<file path="config.mk">
export PLATFORM = sky130hd
export DESIGN_NAME = divmod_iter
export DESIGN_NICKNAME = d
export VERILOG_FILES = /design/src/rtl/divmod_pkg.sv /design/src/rtl/divmod_step.sv /design/src/rtl/divmod_iter.sv
export SDC_FILE = /design/constraint.sdc
export NUM_CORES = 1
export LEC_CHECK = 0
export CORE_MARGIN = 2
export CORE_UTILIZATION = 50
export DETAILED_ROUTE_END_ITERATION = 7
export PLACE_DENSITY = 0.84
export SYNTH_ARGS = -nofsm -noshare
export SYNTH_HDL_FRONTEND = slang
export SYNTH_SLANG_ARGS = --single-unit
</file>
<file path="constraint.sdc">
create_clock -name clk -period 9.67 [get_ports clk]
set_input_delay 1.4505 -clock clk [delete_from_list [all_inputs] [get_ports clk]]
set_output_delay 1.4505 -clock clk [all_outputs]
set_load 0.1 [all_outputs]
</file>
<file path="src/rtl/divmod_pkg.sv">
// Shared types and sizing helpers for the iterative divide/modulus unit.
package divmod_pkg;

    typedef enum logic [1:0] {
        IDLE = 2'd0,
        CALC = 2'd1,
        SIGN = 2'd2,
        DONE = 2'd3
    } state_t;

    localparam int DIVMOD_WIDTH_DEFAULT = 64;

    // Iteration counter width; sized for WIDTH+1 so WIDTH itself is representable.
    function automatic int cnt_width(input int width);
        return $clog2(width + 1);
    endfunction

endpackage

</file>
<file path="src/rtl/divmod_step.sv">
// One restoring-division step: shift in a dividend bit, subtract the divisor if it fits.
module divmod_step
    import divmod_pkg::*;
#(
    parameter int WIDTH = DIVMOD_WIDTH_DEFAULT
) (
    input  logic [WIDTH-1:0] rem,
    input  logic             bit_in,
    input  logic [WIDTH-1:0] divisor,
    output logic [WIDTH-1:0] rem_next,
    output logic             quot_bit
);

    logic [WIDTH:0] shifted;
    logic [WIDTH:0] diff;

    // rem < divisor on entry, so the shifted value fits WIDTH+1 bits and the result fits WIDTH.
    always_comb begin
        shifted  = {rem, bit_in};
        diff     = shifted - {1'b0, divisor};
        quot_bit = (shifted >= {1'b0, divisor});
        rem_next = quot_bit ? diff[WIDTH-1:0] : shifted[WIDTH-1:0];
    end

endmodule

</file>
<file path="src/rtl/divmod_iter.sv">
// Iterative valid/ready divide/modulus, one quotient bit per clock.
// Define DIVMOD_SIGNED_EN to enable per-operation signed mode (adds the SIGN state).
module divmod_iter
    import divmod_pkg::*;
#(
    parameter int WIDTH = DIVMOD_WIDTH_DEFAULT
) (
    input  logic             clk,
    input  logic             rst,
    input  logic             in_valid,
    output logic             in_ready,
    input  logic [WIDTH-1:0] in_a,
    input  logic [WIDTH-1:0] in_b,
    input  logic             in_signed,
    output logic             out_valid,
    input  logic             out_ready,
    output logic [WIDTH-1:0] out_quot,
    output logic [WIDTH-1:0] out_rem,
    output logic             out_div_zero
);

    localparam int              CNT_W = cnt_width(WIDTH);
    localparam logic [CNT_W-1:0] LAST = CNT_W'(WIDTH - 1);

    state_t           state;
    logic             ready_q;
    logic [CNT_W-1:0] cnt;
    logic [WIDTH-1:0] dvd;
    logic [WIDTH-1:0] rem;
    logic [WIDTH-1:0] dsr;
    logic [WIDTH-1:0] rem_next;
    logic             quot_bit;
    logic [WIDTH-1:0] mag_a;
    logic [WIDTH-1:0] mag_b;

`ifdef DIVMOD_SIGNED_EN
    logic sign_a;
    logic sign_b;
    logic neg_quot;
    logic neg_rem;

    always_comb begin
        sign_a = in_signed & in_a[WIDTH-1];
        sign_b = in_signed & in_b[WIDTH-1];
        mag_a  = sign_a ? (~in_a + 1'b1) : in_a;
        mag_b  = sign_b ? (~in_b + 1'b1) : in_b;
    end
`else
    logic unused_signed;

    assign unused_signed = in_signed;

    always_comb begin
        mag_a = in_a;
        mag_b = in_b;
    end
`endif

    // Ready is forced low while reset is held, not only after the reset edge.
    assign in_ready = ready_q & ~rst;

    divmod_step #(
        .WIDTH(WIDTH)
    ) u_step (
        .rem     (rem),
        .bit_in  (dvd[WIDTH-1]),
        .divisor (dsr),
        .rem_next(rem_next),
        .quot_bit(quot_bit)
    );

    always_ff @(posedge clk) begin
        if (rst) begin
            state        <= IDLE;
            ready_q      <= 1'b1;
            cnt          <= '0;
            out_valid    <= 1'b0;
            out_quot     <= '0;
            out_rem      <= '0;
            out_div_zero <= 1'b0;
        end else begin
            case (state)
                IDLE: begin
                    if (in_valid && in_ready) begin
                        ready_q <= 1'b0;
                        cnt     <= '0;
                        rem     <= '0;
                        dvd     <= mag_a;
                        dsr     <= mag_b;
`ifdef DIVMOD_SIGNED_EN
                        neg_quot <= sign_a ^ sign_b;
                        neg_rem  <= sign_a;
`endif
                        if (in_b == '0) begin
                            out_quot     <= '1;
                            out_rem      <= in_a;
                            out_div_zero <= 1'b1;
                            out_valid    <= 1'b1;
                            state        <= DONE;
                        end else begin
                            out_div_zero <= 1'b0;
                            state        <= CALC;
                        end
                    end
                end
                CALC: begin
                    // The dividend register shifts out its MSB and collects quotient bits at the LSB.
                    rem <= rem_next;
                    dvd <= {dvd[WIDTH-2:0], quot_bit};
                    cnt <= cnt + CNT_W'(1);
                    if (cnt == LAST) begin
`ifdef DIVMOD_SIGNED_EN
                        state <= SIGN;
`else
                        out_quot  <= {dvd[WIDTH-2:0], quot_bit};
                        out_rem   <= rem_next;
                        out_valid <= 1'b1;
                        state     <= DONE;
`endif
                    end
                end
`ifdef DIVMOD_SIGNED_EN
                SIGN: begin
                    // Most-negative / -1 wraps back to most-negative here with no special case.
                    out_quot  <= neg_quot ? (~dvd + 1'b1) : dvd;
                    out_rem   <= neg_rem ? (~rem + 1'b1) : rem;
                    out_valid <= 1'b1;
                    state     <= DONE;
                end
`endif
                DONE: begin
                    if (out_ready) begin
                        out_valid <= 1'b0;
                        ready_q   <= 1'b1;
                        state     <= IDLE;
                    end
                end
                default: begin
                    state <= IDLE;
                end
            endcase
        end
    end

endmodule

</file>
Word level (Yosys, flattened, before mapping)
Index checks and enable logic that the tools add are counted.
Operators by class
  add/sub/neg operators: 2
  magnitude comparators: 1
  equal/unequal tests: 7
  muxes and demuxes: 29
  bitwise logic cells: 2
  reductions and logical operators: 14
Operators by type and width (count)
  2-to-1 mux 64 bit: 9
  one-hot mux 64 bit (2 select lines): 4
  >= comparator 65 x 64 -> 1 bit: 1
  zero test 64 bit: 1
  subtractor 64 bit: 1
  one-hot mux 7 bit (2 select lines): 1
  AND reduction 3 bit: 4
  2-to-1 mux 2 bit: 4
  inequality test 2 bit (second input constant): 4
  adder 7 x 1 -> 7 bit (second input constant): 1
  equality test 7 x 6 -> 1 bit (second input constant): 1
  2-to-1 mux 1 bit: 7
  2-to-1 mux 7 bit: 1
  one-hot mux 2 bit (3 select lines): 1
  AND reduction 5 bit: 1
  AND reduction 2 bit: 2
  AND reduction 4 bit: 1
  nonzero test 2 bit: 2
  one-hot mux 1 bit (3 select lines): 1
  nonzero test 3 bit: 1
  equality test 2 x 1 -> 1 bit (second input constant): 1
  equality test 2 bit (second input constant): 1
  zero test 2 bit: 1
  one-hot mux 1 bit (2 select lines): 1
  other kinds (3): 3
Word-level totals
  bits in registers: 332
  input port bits: 133

Depth between registers and ports, before layout
  word-level depth: 5
  gate-level depth with buffers: 16
  depth with buffers taken out: 14

Cells and area by module
Synthesis repeated with hierarchy kept, for this count alone.
Unflattened totals
  cells, all modules: 2015
  area, all modules: 18838.1 um^2
By module, submodules not included
  divmod_iter: times used 1, cells each 1294, area an instance 13917.1 um^2, seq. area each 8568.2 um^2
  divmod_step: times used 1, cells each 721, area an instance 4921.0 um^2, seq. area each 0.0 um^2

Least setup slack after synthesis
OpenSTA, ideal clock, no wires.
  path kind: in2reg
  start point: input port rst
  end point: register dvd[0], enable pin
  setup time: 0.617 ns
  arrival time: 8.947 ns
  required time: 9.053 ns
  path slack: 0.107 ns
  stages: 6
  path buffers: 1
  cells stage by stage: clkbuf_1 -> nor2b_1 -> and2_1 -> nor2_1 -> or2_2 -> nor2_1
On the way
  longest elaborated chain between the ends: 5
RTL lines
  start, declared: RTL line divmod_iter.sv:9  | input logic rst,
  inverter 1 bit (no source line)
  AND 1 bit: RTL line divmod_iter.sv:60  | assign in_ready = ready_q & ~rst;
  named net in_ready: RTL line divmod_iter.sv:11  | output logic in_ready,
  logical AND 1 bit: RTL line divmod_iter.sv:84  | if (in_valid && in_ready) begin
  inequality test 2 bit (no source line)
  AND reduction 3 bit (no source line)
  end signal, assigned: RTL line divmod_iter.sv:88  | dvd <= mag_a;
  end signal, assigned: RTL line divmod_iter.sv:109  | dvd <= {dvd[WIDTH-2:0], quot_bit};
  end, declared: RTL line divmod_iter.sv:28  | logic [WIDTH-1:0] dvd;
The timed path passes the listed nets, and every way through them passes these cells.
A chain may end at the register's enable or synchronous reset.

Worst setup path in the final report
  start point: input port in_b[28]
  end point: register out_rem[50]
On the way
  longest elaborated chain between the ends: 3
RTL lines
  start, declared: RTL line divmod_iter.sv:13  | input logic [WIDTH-1:0] in_b,
  zero test 64 bit: RTL line divmod_iter.sv:94  | if (in_b == '0) begin
  inequality test 2 bit (no source line)
  AND reduction 4 bit (no source line)
  end signal, assigned: RTL line divmod_iter.sv:96  | out_rem <= in_a;
  end signal, assigned: RTL line divmod_iter.sv:116  | out_rem <= rem_next;
  end, declared: RTL line divmod_iter.sv:18  | output logic [WIDTH-1:0] out_rem,
No other way between the ends.

==> summary.txt <==
Yosys
  • Synth top area share: about a third
  • FF+latch count, synth: 332
  • Ranking of synthesized cells by area: edfxtp_1, dfxtp_1, nand2_1, nor2_1, nor3_1
  • Number of synthesized flops with an enable pin: ~190
  • Post-Syn Nets: roughly 2100
  • Count of cell types in the netlist: between 70 and 80
  • Primary FF master, synth: edfxtp_1
  • Syn Area/Cell: about 9.1 µm²
  • Post-synthesis cell count: approximately 1900
  • Async set-reset flop share out of synthesis: 0%
  • Yosys top cell by area: edfxtp_1
  • Yosys warns: 0
  • Sequential share of the synthesized area: about half
  • Cell Area, Synth: about 17000 µm²

Clock tree
  • Reg clk slew, reported paths: 0.07 ns
  • CTS tree: yes
  • Clock sinks: ~330
  • Hold_buf cts: 0
  • CTS H-Tree Depth: 2
  • Clock Tree Root: clkbuf_16
  • Max Root-Sink Buffers: 3
  • Post-CTS setup buffer count: 0
  • Skew-Pair Late Insertion Delay: around 0.54 ns
  • CTS Buf Count: 36
  • CTS resizes: 0

Detailed routing
  • Top layer reached by signal wires: met5
  • Vias: roughly 15000
  • DRC Markers: 0
  • Metal3 WL: around 4500 µm
  • WL met1: 22900 µm
  • Wire length on met2: between 20000 and 25000 µm
  • Pre-antenna DRT Iters: 8
  • Detail Route Antenna Nets: 0
  • Vias/cell: approximately 6
  • Initial DRC count: 1543
  • Average wire per standard cell: about 20 µm
  • Final wirelength: a little over 50000 µm

Timing
  • Setup TNS: 0 ns
  • Slew margin rel.: ~18%
  • Actual slew at the worst max-slew pin: around 1.2 ns
  • RSZ-0062 raised after global routing: false
  • Setup Viol. Count Final: 0
  • Final period utilization: 54.6%
  • Final hold slack: approximately 0.46 ns
  • Clock skew: ~0.019 ns
  • Count of final hold-check violations: 0
  • Crit path time final: between 5 and 6 ns
  • Max Freq: between 150 and 200 MHz
  • Pins Over Slew Limit: 0

Place
  • GP Congestion: ~0.96
  • Count of input and output buffers: between 200 and 300
  • DP HPWL: between 30000 and 40000 µm

Die
  • Full die area: about 36000 µm²
  • Die extent in x: around 190 µm
  • Std-Cell Rows: 68
  • Initial Utilization: roughly half
  • # IOs: 264
  • DIE HEIGHT: approximately 190 µm
  • Core area: between 30000 and 40000 µm²

Critical path
  • CP peak stage delay: about 1.1 ns
  • CP startpoint kind: input pin
  • Reg2reg start: rem[16]$_SDFFCE_PN0P_
  • CP arrival: 5.65 ns
  • R2R depth: 12
  • CP Class: in -> reg
  • CP Cell Sequence: clkdlybuf4s50_1, nor4_1, nand4_1, nor4_1, o21ai_0, nand2b_1, nand2_2, buf_4, a2111oi_0, nor4_1
  • Setup crit end: out_rem[50]$_SDFFE_PP0P_
  • Cell mode on critical path: nor4_1
  • CP max-delay cell: nor4_1
  • Setup slack, reg-to-reg: ~5.2 ns
  • CP Max Fanout: between 60 and 70
  • Crit path from: in_b[28]
  • Crit path capture type: flop
  • WP data required: about 10 ns
  • Worst R2R End: out_rem[43]$_SDFFE_PP0P_

Layout
  • Fraction of layout cells with a size suffix above 1: around 4.6%
  • Fillers: about 2900
  • Multi-input logic area: approximately 8000 µm²
  • Register Area: 8570 µm²
  • Area growth, synth to finish: 22.7%
  • Nets: between 2000 and 2500

Global route
  • First-pass GRT wire length: roughly 79000 µm
  • Initial antenna violation count: 3
  • Number of global-route vias before repair: about 14000
  • GR Overflow Total: 0
  • GRT Util Overall: 27.7%
  • Largest net degree at the start of global routing: ~180

Power
  • Clk pwr share: about a third
  • Flop pwr share: roughly 42%
  • Leak Pwr: between 8 and 9 nW
  • Part of the power in combinational logic: between 20 and 25%
  • Sw Pwr: 0.00124 W
  • Peak supply drop: about 0.11 mV
  • Pint: roughly 0.0026 W
  • Power Density: 180 nW/µm²
  • Sw frac: between 30 and 40%
  • Total power: 0.00385 W

Job
  • Max cap viols: 0

Status
  • Status: complete, no violations

Worst hold path
  • HP Class: reg -> reg
==> power groups by stage <==
stage | clock network (W) | logic (W) | registers (W)
after detailed placement | 0 | 0.000879 | 0.00166
final | 0.00132 | 0.000893 | 0.00163
after global routing | 0.00139 | 0.000951 | 0.00164
after CTS | 0.00134 | 0.000883 | 0.00163
after global placement | 0 | 0.000867 | 0.00166
after floorplan | 0 | 0.000438 | 0.00184
==> stage by stage <==
stage               utilization (%)  instances  cell area (µm²)  setup slack, ns
floorplan                         -       1917            17400            0.107
global placement               58.7       2528            20200             4.07
detailed placement             58.7       2528            20200             3.89
CTS                            62.0       2594            21300             4.44
global route                   62.0       2595            21300             4.15
finish                         62.0       2595            21300             4.39
==> critical path, delay by kind of cell <==
family | cells | cell delay, ns
AND/OR/NAND/NOR | 6 | 2.32
AO/OA/AOI/OAI | 2 | 0.98
buffers and inverters | 2 | 0.86
==> routing by layer <==
layer | track usage [%] | vias to the layer above
li1 | - | 7171
met5 | 0 | -
met2 | 41.9 | 703
met1 | 40.6 | 7326
met3 | 4.32 | 101
met4 | 8.88 | 2
==> sequential cells by signal (all words and copies together) (netlist names) <==
name / count
out_quot: 64
rem: 64
dvd: 64
out_rem: 64
out_valid: 1
state: 2
ready_q: 1
dsr: 64
cnt: 7
out_div_zero: 1
==> cells in the final DEF (no fill, tap or decap), types with 26 or more instances in the layout <==
| cell | n |
|---|---|
| clkbuf_16 | 36 |
| nor2_1 | 234 |
| a21o_1 | 35 |
| nor3_1 | 164 |
| nand2_1 | 333 |
| ha_1 | 65 |
| inv_1 | 93 |
| dfxtp_1 | 140 |
| edfxtp_1 | 192 |
| a21oi_1 | 115 |
| o21ai_0 | 48 |
| nand4_1 | 26 |
| o21a_1 | 35 |
| clkdlybuf4s50_1 | 261 |
| xnor2_1 | 36 |
==> synthesized netlist by cell type (6+ instances only) <==
master / count
a211oi_2: 8
a21oi_1: 115
nand4_1: 26
and3_1: 10
and2_1: 9
nor4_1: 22
nor3_1: 165
buf_6: 6
inv_1: 94
xnor2_1: 36
mux2i_1: 23
a21o_1: 35
buf_1: 15
o21bai_1: 17
a31oi_1: 8
edfxtp_1: 192
xor2_1: 24
o211ai_1: 8
or3_1: 8
dfxtp_1: 140
ha_1: 65
buf_2: 18
o211a_1: 20
nor2_1: 235
o21a_1: 36
nand3_1: 18
a311oi_1: 10
nor2b_1: 7
clkbuf_1: 75
nand2_1: 334
o21ai_0: 48
==> final cells by class <==
type	instances	share of cell area, %
diodes	1	0.0117
clock buffers	55	4.84
clock inverters	11	0.440
inverters	94	1.66
multi-input cells	1375	37.4
flip-flops and latches	332	40.2
well taps	455	2.67
repair buffers	272	12.8
==> worst min-delay path by stage <==
stage / slack (ns) / cells after the start / end / startpoint
floorplan: 0.42 / 2 / ready_q$_SDFFE_PP1P_ / ready_q$_SDFFE_PP1P_
global placement: 0.44 / 2 / ready_q$_SDFFE_PP1P_ / ready_q$_SDFFE_PP1P_
detailed placement: 0.45 / 2 / ready_q$_SDFFE_PP1P_ / ready_q$_SDFFE_PP1P_
CTS: 0.46 / 2 / ready_q$_SDFFE_PP1P_ / ready_q$_SDFFE_PP1P_
global route: 0.49 / 2 / ready_q$_SDFFE_PP1P_ / ready_q$_SDFFE_PP1P_
finish: 0.46 / 2 / out_rem[55]$_SDFFE_PP0P_ / out_rem[55]$_SDFFE_PP0P_
==> logic make-up (layout without fill, tap and decap cells) <==
| family | count (synthesis) | count (layout) | share of synthesized area [%] |
|---|---|---|---|
| buffers and inverters | 210 | 432 | 4.96 |
| AOI/OAI and AO/OA | 373 | 373 | 15.1 |
| and+or+nand+nor | 851 | 851 | 21.3 |
| other | 0 | 1 | 0 |
| DFF | 332 | 332 | 49.3 |
| xor gates and xnor gates | 60 | 60 | 3.03 |
| adders and majority gates | 66 | 66 | 4.80 |
| muxes | 25 | 25 | 1.46 |
Power figures use the tool's default switching activity.
==> edit (config.mk and constraints unchanged) <==
Change the package constant `DIVMOD_WIDTH_DEFAULT` from 64 to 32.
--- a/src/rtl/divmod_pkg.sv
+++ b/src/rtl/divmod_pkg.sv
@@ -8,7 +8,7 @@
         DONE = 2'd3
     } state_t;
 
-    localparam int DIVMOD_WIDTH_DEFAULT = 64;
+    localparam int DIVMOD_WIDTH_DEFAULT = 32;
 
     // Iteration counter width; sized for WIDTH+1 so WIDTH itself is representable.
     function automatic int cnt_width(input int width);
Interface: changed (resized in_a, in_b, out_quot and out_rem); port bits go from 264 to 136. No check against the original RTL was run, so the function may have changed too.
==> edit against the unedited design <==
Wire length is 56% lower; synthesized cell count decreased by 52%; total power is 53% lower; area after synthesis is 49% lower; setup slack better by 0.52 ns; via count fell by 52%; sequential cell count is 161 lower; first-iteration DRC count fell by 60%; critical path depth fell by 6; highest routed layer is now met4; register-to-register slack better by 0.84 ns; clock power decreased by 50%; design area is 49% lower; maximum frequency grew 11%.
==> edit: results (changes against the unedited design) <==
Synthesized Nets = 1031 (-51%)
pin count of the biggest net entering global routing = 79 (-55%)
Synth area leaders = edfxtp_1 (33%), dfxtp_1 (17%), nand2_1 (6.5%), ha_1 (4.7%), nor2_1 (4.2%)
Hold Path Class = reg2reg
CP max FO = 57 (-16%)
placed cell areas = 10300 µm² (-49%)
Root Driver = clkbuf_16
iteration count of the initial detailed-routing pass = 5 (-3)
global-route wire length before repair = 35400 µm (-55%)
Top Family by Delay on Critical Path = buffers and inverters
DR WL/cell = 17.7 µm (-11%)
CP peak stage delay = 1.17 ns (+0.12 ns)
CTS clock-pin slew for the worst setup and hold paths = 0.07 ns (about the same)
CP Data Arrival Time = 3.30 ns (-2.35 ns)
post-synthesis async set-or-reset flop share = 0 (unchanged)
CP max-delay cell = clkdlybuf4s50_1
initial antenna violation count = 0 (-3)
cts bufs inserted = 17 (-53%)
top cells by count, synth = nand2_1 (154), nor2_1 (98), edfxtp_1 (96), dfxtp_1 (75), nor3_1 (67)
dpl hpwl = 16300 µm (-57%)
Gates resized, CTS repair = 0 (unchanged)
post-synthesis cell type count = 69 (-9.2%)
VDD IR max = 0.000134 V (+17%)
outcome = finished clean
# fillers = 1442 (-50%)
LEAKAGE = 4.07 nW (-51%)
Tot GR Track Use = 0.246 (-0.0310)
Via density = 5.76 (-2.4%)
antenna diode count = 0 (-1)
Top FF cell, synth = edfxtp_1
gpl congestion = 0.905 (-5.7%)
Seq/Total Area, Yosys = 0.496 (+0.00309)
yosys warns = 0 (unchanged)
DP Cell Count = 1240 (-51%)
H-Tree Depth = 4 (+2)
Final #Nets = 1137 (-51%)
wirelength, routed = 22600 µm (-56%)
synthesized area per cell = 9.52 µm² (+5.0%)
Max Buffers Root-to-Sink = 2 (-1)
Post-synth EDFFs = 96 (-50%)
Iter 0 DRT Violations = 615 (-60%)
Final Skew = 0.0108 ns (-0.00839 ns)
Post-CTS Setup Inserts = 0 (unchanged)
actual slew at the worst max-slew pin = 1.16 ns (-0.0593 ns)
share of layout cells above drive strength 1 = 0.0850 (+0.0387)
clock latency on the worst-skew pair = 0.44 ns (-0.10 ns)
Post-Place Setup Slack = 4.92 ns (+1.03 ns)
number of global-route vias before repair = 7004 (-51%)
buffers added on ports = 134 (-49%)
[edit: logic make-up after synthesis]
logic type | share of synthesized area
AO/OA/AOI/OAI | 0.171
XOR/XNOR | 0.0297
adder cells (fa/ha/maj) | 0.0490
buffers and inverters | 0.0452
flip-flops | 0.496
multiplexers | 0.00793
AND/OR/NAND/NOR | 0.201
[edit: final timing paths]
path | startpoint | to | slack (ns) | cells past startpoint
max reg2reg | rem[28] | out_rem[25] | 6.07 | 10
max | rst | in_ready | 4.92 | 4
min | out_rem[25] | out_rem[25] | 0.45 | 2
min reg2reg | out_rem[25] | out_rem[25] | 0.45 | 2
[edit: power by group]
part | total (mW) | leakage (nW) | internal (mW) | switching [mW]
clock network | 0.657 | 0.282 | 0.364 | 0.293
logic | 0.332 | 2.29 | 0.111 | 0.221
registers | 0.820 | 1.50 | 0.803 | 0.0169
total | 1.81 | 4.07 | 1.28 | 0.531
[edit: worst min-delay path, stage by stage, from the launching register on]
cell	delay, ns
dfxtp_1	0.31
nand2_1	0.05
a21oi_1	0.05
[edit: area by class of cell]
cell class	instances	area, µm²	share of cell area
Multi-Input combinational cell	663	4080	0.376
Clock buffer	22	487	0.0449
Sequential cell	171	4380	0.404
Tap cell	225	282	0.0260
Clock inverter	10	76.3	0.00704
Inverter	41	154	0.0142
Timing Repair Buffer	140	1380	0.127
[edit: per-layer routing]
metal,part of all wire,global-route usage
met2,0.48,0.410
met3,0.068,0.0430
met5,0,0
met4,0.026,0.0871
met1,0.42,0.322
